==> config.mk <==
export PLATFORM = sky130hd
export DESIGN_NAME = mul16_shift_add
export DESIGN_NICKNAME = d
export VERILOG_FILES = /design/src/rtl/mul16_shift_add.sv
export SDC_FILE = /design/constraint.sdc
export NUM_CORES = 1
export LEC_CHECK = 0
export CORE_MARGIN = 2
export CORE_UTILIZATION = 28
export CTS_CLUSTER_SIZE = 14
export DETAILED_ROUTE_END_ITERATION = 7
export GPL_ROUTABILITY_DRIVEN = 1
export GPL_TIMING_DRIVEN = 0
export PLACE_DENSITY = 0.64
export SLEW_MARGIN = 20
export SYNTH_ARGS = -nofsm -noshare
export SYNTH_HDL_FRONTEND = slang
export SYNTH_SLANG_ARGS = --single-unit
==> constraint.sdc <==
create_clock -name clk -period 1.9 [get_ports clk]
set_input_delay 0.38 -clock clk [delete_from_list [all_inputs] [get_ports clk]]
set_output_delay 0.38 -clock clk [all_outputs]
set_load 0.03 [all_outputs]
==> src/rtl/mul16_shift_add.sv <==
// mul16_shift_add: sequential unsigned 16x16->32 shift-add multiplier
// that borrows an external alu16 for every addition.
module mul16_shift_add #(
  parameter logic [2:0] OP_ADD = 3'b000
) (
  input  logic        clk,
  input  logic        rst,
  input  logic        in_valid,
  output logic        in_ready,
  input  logic [15:0] in_a,
  input  logic [15:0] in_b,
  output logic        out_valid,
  input  logic        out_ready,
  output logic [31:0] out_p,
  output logic        busy,
  output logic [15:0] alu_a,
  output logic [15:0] alu_b,
  output logic [2:0]  alu_op,
  output logic        alu_cin,
  input  logic [15:0] alu_y,
  input  logic        alu_cout
);

  typedef enum logic [2:0] {
    S_IDLE,
    S_SHIFT,
    S_ADD_LO,
    S_ADD_HI,
    S_DONE
  } state_t;

  state_t      r_state;
  logic [31:0] r_p;
  logic [15:0] r_m;
  logic [15:0] r_q;
  logic [4:0]  r_cnt;
  logic        r_carry;
  logic [31:0] r_out;

  logic        w_lo;
  logic        w_hi;
  logic [31:0] w_p_shl;

  assign w_lo    = (r_state == S_ADD_LO);
  assign w_hi    = (r_state == S_ADD_HI);
  assign w_p_shl = {r_p[30:0], 1'b0};

  // ALU port is idle (all zero) outside the two add passes
  assign alu_op  = OP_ADD;
  assign alu_a   = w_lo ? r_p[15:0]  :
                   w_hi ? r_p[31:16] : 16'h0000;
  assign alu_b   = w_lo ? r_m : 16'h0000;
  assign alu_cin = w_hi & r_carry;

  assign in_ready  = (r_state == S_IDLE);
  assign busy      = (r_state != S_IDLE);
  assign out_valid = (r_state == S_DONE);
  assign out_p     = r_out;

  always_ff @(posedge clk) begin
    if (rst) begin
      r_state <= S_IDLE;
      r_p     <= '0;
      r_m     <= '0;
      r_q     <= '0;
      r_cnt   <= '0;
      r_carry <= 1'b0;
      r_out   <= '0;
    end else begin
      unique case (r_state)
        S_IDLE: begin
          if (in_valid) begin
            r_m     <= in_a;
            r_q     <= in_b;
            r_p     <= '0;
            r_cnt   <= '0;
            r_state <= S_SHIFT;
          end
        end
        S_SHIFT: begin
          r_p   <= w_p_shl;
          r_q   <= {r_q[14:0], 1'b0};
          r_cnt <= r_cnt + 5'd1;
          if (r_q[15]) begin
            r_state <= S_ADD_LO;
          end else if (r_cnt == 5'd15) begin
            r_out   <= w_p_shl;
            r_state <= S_DONE;
          end
        end
        S_ADD_LO: begin
          r_p[15:0] <= alu_y;
          r_carry   <= alu_cout;
          r_state   <= S_ADD_HI;
        end
        S_ADD_HI: begin
          // high pass cannot overflow, carry-out is dropped
          r_p[31:16] <= alu_y;
          if (r_cnt == 5'd16) begin
            r_out   <= {alu_y, r_p[15:0]};
            r_state <= S_DONE;
          end else begin
            r_state <= S_SHIFT;
          end
        end
        S_DONE: begin
          if (out_ready) r_state <= S_IDLE;
        end
        default: r_state <= S_IDLE;
      endcase
    end
  end

endmodule

==> impl_metrics.toml <==
[outcome]
status = "finished, violations left"
violations = "negative setup slack"

[routing]
via_count = 4828
via_per_inst = 5.13
drt_pass1_iterations = 6
antenna_left = 0
drc_errors = 0
drt_iter0_markers = 442
wirelength_um = 16200
wl_per_cell_um = 17.2

[sta]
worstMarginPinSlew_ns = 0.746
max_clock_freq_mhz = 498
maxSlewHeadroom_pct = 50.3
fin_tns_setup_ns = -3.17
grt_setup_unrepaired = "yes"
finalCritPeriodShare_pct = 106
slew_violations = 0
fin_ws_ns = -0.108
setup_viol = 51
hold_viol_final = 0
layout_min_cycle_time_ns = 2.01
finalClockSkew_ns = 0.00685

[run]
drv_cap = 0

[clock_tree]
clkSinkCount = 105
cts_buffers = 9
clk_pin_slew_worst_paths_ns = 0.07
clk_latency_ns = 0.35
cts_max_level = 3
root_buffer = "clkbuf_16"
cts.path.max_buffers = 2
cts_tree = "built"

[yosys]
syn-instance-count = 556
synth_cell_type_count = 36
ys_ff_latch = 105
async_flop_share_pct = 0
synth_edf_count = 0
synth_area_per_cell_um2 = 8.22
synthFlopType = "dfxtp_1"
seq_area_frac_synth_pct = 46.0
ys.warnings.count = 0
netlist_area_um2 = 4570

[floorplan]
die_w_um = 132
core_um2 = 15900
chipHeight_um = 132
initial_core_util_pct = 28.7
ios = 124
die_area_um2 = 17400
rows = 46

[power]
seqPwrFrac_pct = 43.2
powerDensity_nw_per_um2 = 783
p_comb_share_pct = 24.6
power_frac_clock_pct = 32.3
p_leak_nw = 2.77
p_int_w = 0.00404
netSwitchingFraction_pct = 31.5
vdd_ir_drop_max_v = 0.000384
p_sw_w = 0.00186
fin_total_pwr_w = 0.00589

[final_layout]
ff_latch_area_um2 = 2120
nets = 778
diodes = 0
area_growth_pct = 64.7
multiInputGateArea_um2 = 2720
n_fill_cell = 1504
finalInstanceArea_um2 = 7520
final_common_cell = "nand2_1"
final_cell_mix = "nand2_1 (129), dfxtp_1 (100), clkdlybuf4s50_1 (83)"
drive_gt1_share_pct = 29.8

[grt]
grt-ovfl-total = 0
grt_pass1_vias = 4412
grt.total_usage_pct = 17.0
grt_max_degree = 17
antenna_found_initial = 0
grt_pass1_wl_um = 23600

[worst_hold_path]
hp-class = "flop to flop"

[setup_path]
start_kind = "flop"
arrival_ns = 1.63
critPathMaxFanout = 8
required_ns = 1.52
crit_type = "flop to primary output"
end_kind = "primary output"

[placed_design]
place_congestion = 0.859
port_buffers = 119
placed_area_um2 = 6070
hpwl_um = 10600
[Yosys cell counts (2+ instances only)]
| cell | n | area share (%) |
|---|---|---|
| a222oi_1 | 31 | 6.8 |
| nand2_1 | 130 | 11 |
| inv_1 | 6 | 0.49 |
| nor2_1 | 89 | 7.3 |
| nor3_1 | 3 | 0.33 |
| a211oi_1 | 2 | 0.33 |
| nand3b_1 | 3 | 0.49 |
| o31ai_1 | 2 | 0.33 |
| buf_4 | 6 | 0.99 |
| a22o_1 | 16 | 3.1 |
| buf_2 | 5 | 0.55 |
| a311oi_1 | 47 | 9.0 |
| clkbuf_1 | 40 | 3.3 |
| nand3_1 | 4 | 0.44 |
| a21oi_1 | 23 | 2.5 |
| buf_1 | 4 | 0.33 |
| mux2i_1 | 2 | 0.44 |
| ha_1 | 3 | 0.82 |
| dfxtp_1 | 105 | 46 |
| and2_1 | 19 | 2.6 |
[cell families after synthesis]
| kind of cell | Yosys count | share of synthesized area [%] |
|---|---|---|
| DFF | 105 | 46.0 |
| other | 1 | 0.0821 |
| AOI/OAI and AO/OA | 127 | 23.6 |
| adders and majority gates | 3 | 0.822 |
| buffers and inverters | 61 | 5.64 |
| and+or+nand+nor | 257 | 23.4 |
| muxes | 2 | 0.438 |
[through the flow]
| stage | setup slack, ns | cells | hold slack (ns) | utilization, % |
|---|---|---|---|---|
| final | -0.108 | 942 | 0.454 | 47.2 |
| after global routing | -0.149 | 942 | 0.472 | 47.2 |
| after CTS | -0.155 | 925 | 0.456 | 43.4 |
| after detailed placement | -1.07 | 893 | 0.442 | 38.1 |
| after global placement | -1.10 | 893 | 0.437 | 38.1 |
| after floorplan | -0.0182 | 558 | 0.432 | - |
[worst paths after layout]
check | end | from | slack, ns | depth (start not counted)
worst min register to register | r_m[5] | r_m[5] | 0.45 | 2
worst max register to register | out_p[0] | r_state[0] | -0.10 | 9
worst min-delay path | r_m[5] | r_m[5] | 0.45 | 2
worst max-delay path | alu_a[0] | r_state[0] | -0.11 | 6
[flip-flops by register name (all words and copies together) (netlist names)]
register / flops
r_state: 3
r_cnt: 5
r_q: 16
r_p: 32
r_carry: 1
out_p: 32
r_m: 16
[final cells by class]
class | count | share of cell area (%)
clock inverter | 4 | 0.698
buffer | 50 | 5.27
inverter | 6 | 0.366
sequential | 105 | 28.2
multi-input combinational | 392 | 36.1
tap | 216 | 3.59
timing repair buffer | 158 | 22.6
clock buffer | 11 | 3.23
[critical path, stage by stage, from the launching register on]
cell	delay [ns]
dfxtp_4	0.38
buf_6	0.13
nand2_4	0.06
nor2_4	0.22
clkbuf_16	0.22
a22o_4	0.13
buf_6	0.13
[power by group through the flow]
| stage | logic [W] | registers (W) | clock network, W |
|---|---|---|---|
| detailed placement | 0.00121 | 0.00255 | 0 |
| global route | 0.00157 | 0.00256 | 0.00202 |
| CTS | 0.00133 | 0.00252 | 0.00192 |
| finish | 0.00145 | 0.00254 | 0.00190 |
| global placement | 0.00120 | 0.00255 | 0 |
| floorplan | 0.000799 | 0.00252 | 0 |
[metal layers]
| metal | share of wire, % | vias up | global-route usage, % |
|---|---|---|---|
| li1 | - | 2334 | - |
| met1 | 43 | 2286 | 22.1 |
| met2 | 48 | 177 | 26.9 |
| met3 | 6.8 | 31 | 3.77 |
| met4 | 2.7 | 0 | 7.73 |
| met5 | 0 | - | 0 |
[repair_timing]
| action | CTS | global route |
|---|---|---|
| cloned | 1 | 6 |
| pin swaps | 6 | 48 |
| endpoints found under the setup margin | 89 | 118 |
| setup buffers | 16 | 17 |
| hold buffers | 0 | 0 |
| resized for setup | 326 | 126 |
Power figures use the tool's default switching activity.
